<file path="src/rtl/soc_bus_pkg.sv">
// Shared bus constants for the MIPS-to-Wishbone bridge: FSM encoding, select mask and timeout defaults.
package soc_bus_pkg;

   localparam logic [1:0] ST_IDLE = 2'd0;
   localparam logic [1:0] ST_BUS  = 2'd1;
   localparam logic [1:0] ST_DONE = 2'd2;

   typedef enum logic [1:0] {
      IDLE = ST_IDLE,
      BUS  = ST_BUS,
      DONE = ST_DONE
   } wb_state_e;

   localparam logic [3:0]  SEL_ALL          = 4'hF;
   localparam int unsigned TIMEOUT_DEFAULT  = 255;
   localparam int unsigned TO_WIDTH_DEFAULT = 8;

   // Any asserted byte enable counts as a write; otherwise a read level is needed.
   function automatic logic is_request(input logic rd, input logic [3:0] wr);
      return rd || (wr != 4'b0000);
   endfunction

endpackage

</file>
<file path="src/rtl/wb_timeout_ctr.sv">
// Saturating cycle counter for bus-cycle timeout; tc flags the last allowed cycle.
module wb_timeout_ctr #(
   parameter int unsigned TIMEOUT  = 255,
   parameter int unsigned TO_WIDTH = 8
) (
   input  logic clk,
   input  logic rst_n,
   input  logic clr,
   input  logic en,
   output logic tc
);

   localparam logic [TO_WIDTH-1:0] TC_VAL  = TO_WIDTH'(TIMEOUT - 1);
   localparam logic [TO_WIDTH-1:0] MAX_VAL = '1;

   logic [TO_WIDTH-1:0] cnt_d;
   logic [TO_WIDTH-1:0] cnt_q;

   always_comb begin
      cnt_d = cnt_q;
      if (clr) begin
         cnt_d = '0;
      end else if (en && (cnt_q != MAX_VAL)) begin
         cnt_d = cnt_q + 1'b1;
      end
   end

   always_ff @(posedge clk or negedge rst_n) begin
      if (!rst_n) begin
         cnt_q <= '0;
      end else begin
         cnt_q <= cnt_d;
      end
   end

   assign tc = (cnt_q == TC_VAL);

endmodule

</file>
<file path="src/rtl/mips_wb_master.sv">
// MIPS32 memory port to Wishbone classic master: one latched request, one bus cycle,
// completion reported by a single-cycle cpu_ready pulse (with bus_err on err/timeout).
module mips_wb_master
   import soc_bus_pkg::*;
#(
   parameter int unsigned DATA_WIDTH = 32,
   parameter int unsigned ADDR_WIDTH = 32,
   parameter int unsigned TIMEOUT    = TIMEOUT_DEFAULT,
   parameter int unsigned TO_WIDTH   = TO_WIDTH_DEFAULT
) (
   input  logic                  clk,
   input  logic                  rst_n,
   input  logic [ADDR_WIDTH-3:0] cpu_addr,
   input  logic                  cpu_read,
   input  logic [3:0]            cpu_write,
   input  logic [DATA_WIDTH-1:0] cpu_wdata,
   output logic [DATA_WIDTH-1:0] cpu_rdata,
   output logic                  cpu_ready,
   output logic                  bus_err,
   output logic [ADDR_WIDTH-1:0] adr_o,
   output logic [DATA_WIDTH-1:0] dat_o,
   input  logic [DATA_WIDTH-1:0] dat_i,
   output logic                  we_o,
   output logic [3:0]            sel_o,
   output logic                  stb_o,
   output logic                  cyc_o,
   input  logic                  ack_i,
   input  logic                  err_i
);

   wb_state_e             state_d,  state_q;
   logic [ADDR_WIDTH-1:0] adr_d,    adr_q;
   logic [DATA_WIDTH-1:0] dat_d,    dat_q;
   logic                  we_d,     we_q;
   logic [3:0]            sel_d,    sel_q;
   logic                  cyc_d,    cyc_q;
   logic [DATA_WIDTH-1:0] rdata_d,  rdata_q;
   logic                  ready_d,  ready_q;
   logic                  err_d,    err_q;

   logic ctr_clr;
   logic ctr_en;
   logic ctr_tc;
   logic req;

   assign req = is_request(cpu_read, cpu_write);

   wb_timeout_ctr #(
      .TIMEOUT  (TIMEOUT),
      .TO_WIDTH (TO_WIDTH)
   ) u_timeout (
      .clk   (clk),
      .rst_n (rst_n),
      .clr   (ctr_clr),
      .en    (ctr_en),
      .tc    (ctr_tc)
   );

   always_comb begin
      state_d = state_q;
      adr_d   = adr_q;
      dat_d   = dat_q;
      we_d    = we_q;
      sel_d   = sel_q;
      cyc_d   = cyc_q;
      rdata_d = rdata_q;
      ready_d = 1'b0;
      err_d   = 1'b0;
      ctr_clr = 1'b0;
      ctr_en  = 1'b0;

      case (state_q)
         IDLE: begin
            ctr_clr = 1'b1;
            if (req) begin
               state_d = BUS;
               cyc_d   = 1'b1;
               adr_d   = {cpu_addr, 2'b00};
               dat_d   = cpu_wdata;
               // A simultaneous read request is dropped in favour of the write.
               we_d    = |cpu_write;
               sel_d   = (|cpu_write) ? cpu_write : SEL_ALL;
            end
         end
         BUS: begin
            ctr_en = 1'b1;
            if (ack_i) begin
               state_d = DONE;
               cyc_d   = 1'b0;
               ready_d = 1'b1;
               rdata_d = we_q ? '0 : dat_i;
            end else if (err_i || ctr_tc) begin
               state_d = DONE;
               cyc_d   = 1'b0;
               ready_d = 1'b1;
               err_d   = 1'b1;
               rdata_d = '0;
            end
         end
         DONE: begin
            // Extra dead cycle keeps stb_o low right after ack so the slave re-arms.
            ctr_clr = 1'b1;
            cyc_d   = 1'b0;
            state_d = IDLE;
         end
         default: begin
            cyc_d   = 1'b0;
            state_d = IDLE;
         end
      endcase
   end

   always_ff @(posedge clk or negedge rst_n) begin
      if (!rst_n) begin
         state_q <= IDLE;
         adr_q   <= '0;
         dat_q   <= '0;
         we_q    <= 1'b0;
         sel_q   <= 4'b0000;
         cyc_q   <= 1'b0;
         rdata_q <= '0;
         ready_q <= 1'b0;
         err_q   <= 1'b0;
      end else begin
         state_q <= state_d;
         adr_q   <= adr_d;
         dat_q   <= dat_d;
         we_q    <= we_d;
         sel_q   <= sel_d;
         cyc_q   <= cyc_d;
         rdata_q <= rdata_d;
         ready_q <= ready_d;
         err_q   <= err_d;
      end
   end

   assign adr_o     = adr_q;
   assign dat_o     = dat_q;
   assign we_o      = we_q;
   assign sel_o     = sel_q;
   assign cyc_o     = cyc_q;
   assign stb_o     = cyc_q;
   assign cpu_rdata = rdata_q;
   assign cpu_ready = ready_q;
   assign bus_err   = err_q;

endmodule

</file>
<file path="config.mk">
export PLATFORM = sky130hd
export DESIGN_NAME = mips_wb_master
export DESIGN_NICKNAME = d
export VERILOG_FILES = /design/src/rtl/soc_bus_pkg.sv /design/src/rtl/wb_timeout_ctr.sv /design/src/rtl/mips_wb_master.sv
export SDC_FILE = /design/constraint.sdc
export NUM_CORES = 1
export LEC_CHECK = 0
export BUFFER_PORTS_ARGS = -buffer_cell sky130_fd_sc_hd__buf_4
export CAP_MARGIN = 20
export CORE_MARGIN = 2
export CORE_UTILIZATION = 35
export CTS_BUF_LIST = sky130_fd_sc_hd__clkbuf_4 sky130_fd_sc_hd__clkbuf_8
export DETAILED_ROUTE_END_ITERATION = 10
export SYNTH_ARGS = -nofsm -noshare
export SYNTH_HDL_FRONTEND = slang
export SYNTH_SLANG_ARGS = --single-unit
</file>
<file path="constraint.sdc">
create_clock -name clk -period 2.39 [get_ports clk]
set_clock_uncertainty 0.15 [all_clocks]
set_input_delay 0.478 -clock clk [delete_from_list [all_inputs] [get_ports clk]]
set_output_delay 0.478 -clock clk [all_outputs]
set_load 0.03 [all_outputs]
</file>
# Word level (Yosys, flattened, before mapping)
# Cells that the tools add are included.
# totals
regBits	112
latch_bits	0
mem_bits_rw	0
rom_bits	0
in_bits	103
out_inout_bits	105
wordCells	50
memories	0
# op_classes
addsub	1
n_mul	0
div_mod_pow	0
n_lt_le_gt_ge	0
eq_ne	6
shift	0
mux	21
bitwise	0
n_reduce_logical	12
# op_table
cell	count
32-bit 2-to-1 mux	3
8-bit 2-to-1 mux	2
1-bit 2-to-1 mux	10
8-bit by 1-bit adder with 8-bit output (second input constant)	1
8-bit equality test (second input constant)	1
8-bit inequality test (second input constant)	1
2-bit 2-to-1 mux	3
2-bit AND reduction	3
4-bit 2-to-1 mux	1
2-bit one-hot mux with 2 select lines	1
2-bit nonzero test	2
4-bit nonzero test	1
4-bit OR reduction	1
3-bit inequality test (second input constant)	1
2-bit by 1-bit equality test with 1-bit output (second input constant)	1
2-bit equality test (second input constant)	1
2-bit logical NOT	1
1-bit logical OR	2
2-bit inequality test (second input constant)	1
1-bit one-hot mux with 2 select lines	1
2-bit OR reduction	1
1-bit logical AND	1

# Logic depth before layout (Yosys ltp)
# depth
word_depth	5
ltp_mapped	7
depth_no_buf	6

# Modules after synthesis
# A second synthesis with hierarchy kept.
# hier_totals
cells_unflattened	363
area_unflattened_um2	4658.2
# modules_own_cells
module	n_inst	cells_each	area_each_um2	seq_area_each_um2
mips_wb_master	1	310	4162.7	2577.5
wb_timeout_ctr	1	53	495.5	200.2

# Worst setup path after synthesis
# No wires, ideal clock.
# synth_path
path_kind	input to register
from	in cpu_write[0]
to	reg adr_q[10] (netlist: adr_o[10])
setup_ns	0.117
arrival_ns	1.592
required_time_ns	2.123
slack_ns	0.531
cell_stages	6
path_buffers	2
path_cell_list	or4_4 > o21a_1 > buf_6 > buf_6 > nand2_1 > nand2_1
# synth_via
elab_chain_cells	3
# synth_rtl
item	line	source
start, declared	mips_wb_master.sv:15	input logic [3:0] cpu_write,
4-bit nonzero test	soc_bus_pkg.sv:20	return rd || (wr != 4'b0000);
1-bit logical OR	soc_bus_pkg.sv:20	
2-bit AND reduction (no source line)	n/a	
end signal, assigned	mips_wb_master.sv:126	adr_q <= adr_d;
end, declared	mips_wb_master.sv:32	logic [ADDR_WIDTH-1:0] adr_d, adr_q;
# No other way between the ends.
# A chain may end at the register's enable or synchronous reset.

# Worst setup path after layout
# layout_path
from	reg u_timeout.cnt_q[0]
to	reg u_timeout.cnt_q[7]
# layout_via
elab_chain_cells	3
word_cells_on_any_way	6
classes_between	1 x add/sub; 1 x eq/ne; 2 x mux; 2 x reduce/logical
# layout_rtl
item	line	source
start, declared	wb_timeout_ctr.sv:17	logic [TO_WIDTH-1:0] cnt_q;
start signal, assigned	wb_timeout_ctr.sv:32	cnt_q <= cnt_d;
8-bit by 1-bit adder with 8-bit output or 8-bit inequality test (tied branches)	wb_timeout_ctr.sv:24, wb_timeout_ctr.sv:23	
8-bit 2-to-1 mux or 1-bit logical AND (tied branches)	wb_timeout_ctr.sv:23	end else if (en && (cnt_q != MAX_VAL)) begin
8-bit 2-to-1 mux or 2-bit nonzero test (tied branches)	n/a	
# Several ways; a longest one is shown, not always the timed one. The select of a mux whose other input is x is not followed.

==> results <==
- The critical path goes through ha_1 > and3_1 > a2111oi_0 > xor2_1 > and2_1.
- The remaining max-slew budget at the tightest pin is 62.2%.
- The post-route clock period utilization is around 81%.
- The detailed-route via count is around 3.5k.
- The fraction of final layout cells sized beyond drive strength 1 is a little under two fifths.
- After floorplanning, the core was sized to cover roughly 0.012 mm².
- The initial antenna violation count is 0.
- The critical-path cell with the highest stage delay is sky130_fd_sc_hd__a2111oi_0.
- Net switching is between 40% and 50% of the power.
- Yosys mapped the design onto 38 distinct sky130hd cell types.
- The die footprint is between 0.01 and 0.015 mm².
- The number of inserted filler cells in the final layout is around 1.1k.
- STA classifies the critical path startpoint as a flop.
- The critical path starts at u_timeout.cnt_q[0]$_DFFE_PN0P_.
- Setup repair after global routing left no endpoint under its margin.
- The insertion delay to the later sink of the worst-skew pair is ~0.37 ns.
- The arrival time reported for the critical path endpoint is 2.06 ns.
- The critical path class is flop to flop.
- The number of I/O port buffers is between 200 and 250.
- The required time of the critical path is about 2.5 ns.
- The worst min-delay path class is input pin to flop.
- For this design the ratio of total power to cell area is roughly 1500 mW/mm².
- Across all setup checks in the final design, the least slack found is around 0.45 ns.
- Of the synthesized area, sequential elements account for between 60% and 70%.
- The average instance in the mapped netlist occupies approximately 11 µm².
- Once detailed placement completed, the half-perimeter wirelength came to approximately 8100 µm.
- Summing all placed instances gives a cell area of about 0.006 mm².
- The total of max-cap violations is 0.
- OpenSTA, run right after detailed placement, puts the worst setup slack at between 0.15 and 0.2 ns.
- The final setup violation count is 0.
- The effective utilization at floorplan is 35.9%.
- After the first detailed-routing iteration, the DRC count stood at roughly 230.
- The number of flip-flops and latches in the synthesized netlist is 111.
- Clock-pin slew was measured on the worst setup and hold paths at 0.10 ns.
- The number of failing hold endpoints at the final stage is 0.
- TritonCTS built the clock tree.
- For this run the aggregate overflow at the end of global routing stands at 0.
- The instance count of the mapped netlist is a little over 400.
- 208 I/O pins were placed.
- Combinational logic burns between 50% and 60% of the power.
- The largest single stage delay on the critical path is approximately 0.52 ns.
- The worst-case IR drop observed on VDD is ~0.00076 V.
- The number of pins exceeding their max-slew limit in the final report is 0.
- The number of rows created at floorplan is 40.
- The global-route wire length before repair is about 18000 µm.
- The reg-to-reg critical path startpoint is u_timeout.cnt_q[0]$_DFFE_PN0P_.
- The number of synthesized flops with an enable pin is 0.
- The area of all placed cells without fillers is about 0.0062 mm².
- The final layout contains just over 700 nets.
- The pin slew with the least headroom to its limit is around 0.56 ns.
- After detailed routing, the average wire length per cell comes to roughly 15 µm.
- The Yosys step of the flow raised 0 warnings.
- The internal power summed over all cells is roughly 5.2 mW.
- The global-route total usage across every layer is 17.1%.
- In the routed design, unresolved DRC markers number 0.
- In the routed layout, each cell is associated on average with a via count of 4.61.
- After synthesis the cells add up to between 0.004 and 0.005 mm².
- The top cell types in the final layout, fill and taps aside, are 210 x sky130_fd_sc_hd__buf_4, 193 x sky130_fd_sc_hd__nand2_1, 111 x sky130_fd_sc_hd__dfrtp_1, 32 x sky130_fd_sc_hd__a22o_1, 9 x sky130_fd_sc_hd__clkbuf_8.
- The count of cells resized by post-cts repair is 0.
- The largest net degree at the start of global routing is 43.
- Routability-driven placement finished with a final weighted congestion of about 0.79.
- The critical hold path startpoint is ack_i.
- STA classifies the critical path endpoint as a flop.
- The area growth from synthesis to layout is 43.8%.
- The final antenna diode count is 0.
- The total net switching power is 4.43 mW.
- After detailed routing, the total wire length is between 10000 and 15000 µm.
- The via count of the first global-routing pass is 3550.
- In this run the number of H-tree levels came out at 3.
- The CTS buffer count is 9.
- Counting cells, the worst reg-to-reg path comes to 5.
- The share of total power dissipated in sequential elements is between 30% and 40%.
- The final cell utilization of the core is roughly 52%.
- The clock sink count is approximately 110.
- The run finished with clean final reports.
- The worst hold path was traced through 2 stages.
- The tree is rooted in a sky130_fd_sc_hd__clkbuf_8.
- The most used flip-flop cell after synthesis is sky130_fd_sc_hd__dfrtp_1.
- Counting I/O delays and the setup requirement, the final critical path takes slightly below 2 ns.
- The number of routed nets with antenna violations is 0.
- Leaving out fill and tap cells, the most frequent cell in the layout is sky130_fd_sc_hd__buf_4.
- The overall die width is 115 µm.
- The maximum clock frequency is approximately 520 MHz.
- Counting along the longest clock path gives a buffer depth of 2.
- The share of async-settable or async-resettable flops after synthesis is 100%.
- In this run the post-CTS setup repair buffer count came out at 0.
- The highest net fanout along the worst path is 5.
- In the final timing run, aggregate negative setup slack is 0 ns.
- Summed over all cells, the static leakage comes to approximately 3.4 nW.
- From bottom edge to top edge, the die measures between 100 and 150 µm.
- The pre-antenna-repair detailed-routing pass consisted of 4 iterations.
- The clock network fraction of total power is between 10% and 20%.
-- final cells by class --
cell class	instances	area (µm²)	share of cell area [%]
clock inverter	6	68.8	1.11
timing repair buffer	216	1690	27.2
clock buffer	10	131	2.12
multi-input combinational	270	1340	21.6
sequential	111	2780	44.7
inverter	4	15.0	0.242
tap	147	184	2.96
-- synthesized netlist by cell type, drive strengths merged (2+ instances only) --
| cell type | instances | area (µm²) |
|---|---|---|
| nand2 | 193 | 724 |
| dfrtp | 111 | 2780 |
| a22o | 32 | 280 |
| buf | 21 | 184 |
| o21ai | 5 | 36.3 |
| inv | 4 | 15.0 |
| nand3 | 4 | 20.0 |
| o22a | 4 | 35.0 |
| and2 | 2 | 12.5 |
| and3 | 2 | 12.5 |
| clkbuf | 2 | 7.51 |
| ha | 2 | 25.0 |
| o211ai | 2 | 15.0 |
| o31ai | 2 | 15.0 |
| xor2 | 2 | 17.5 |
-- cells by family after synthesis --
logic type | Yosys count | share of synthesized area (%)
simple gates | 210 | 19.3
fa+ha+maj | 2 | 0.579
xor+xnor | 2 | 0.406
buf+inv | 27 | 4.78
flops | 111 | 64.3
compound gates | 54 | 10.5
other cells | 1 | 0.0868
-- path summary, 6_finish.rpt --
path	slack, ns	endpoint
max in group asynchronous	0.94	cpu_rdata[21]$_DFFE_PN0P_
setup reg to reg	0.45	u_timeout.cnt_q[7]$_DFFE_PN0P_
setup / recovery	0.45	u_timeout.cnt_q[7]$_DFFE_PN0P_
hold reg to reg	0.33	adr_o[22]$_DFFE_PN0P_
hold / removal	0.13	bus_err$_DFF_PN0_
min in group asynchronous	0.49	adr_o[3]$_DFFE_PN0P_
-- power by group through the flow --
stage | Sequential, mW | Combinational (mW) | Clock, mW
after floorplan | 4.90 | 1.68 | 0
after global placement | 3.30 | 5.18 | 0
after detailed placement | 3.31 | 5.24 | 0
after CTS | 3.29 | 5.25 | 1.19
after global routing | 3.39 | 5.57 | 1.28
final | 3.28 | 5.18 | 1.15
-- registers in the layout, indices dropped and copies added, names as in the netlist --
signal           cells
sel_o                4
bus_err              1
cpu_rdata           32
u_timeout.cnt_q      8
adr_o               30
dat_o               32
we_o                 1
state_q              2
cpu_ready            1
-- layer usage --
metal / part of all wire, % / up-vias / track usage, % / routed length, µm
li1: - / 1739 / - / -
met1: 42 / 1652 / 21.9 / 4730
met2: 49 / 109 / 27.5 / 5420
met3: 6.5 / 21 / 4.06 / 723
met4: 2.5 / 0 / 7.79 / 274
met5: 0 / - / 0 / 0
-- metrics by stage --
stage,power [mW],hold slack (ns),std cells
CTS,9.73,0.103,764
detailed placement,8.56,0.314,747
global placement,8.47,0.310,747
floorplan,6.57,0.0324,408
global route,10.2,0.108,764
finish,9.61,0.131,764
-- worst max-delay path, delay by kind of cell (launching register included) --
kind            cells  cell delay, ns
xor+xnor            1            0.11
compound gates      1            0.52
fa+ha+maj           1            0.24
simple gates        2            0.38
flops               1            0.44
-- what timing repair did --
item | 4_1_cts | 5_1_grt
hold endpoints to repair | 38 | 0
hold buffers | 1 | 0
endpoints found under the setup margin | 0 | 0
Power figures use the tool's default switching activity.
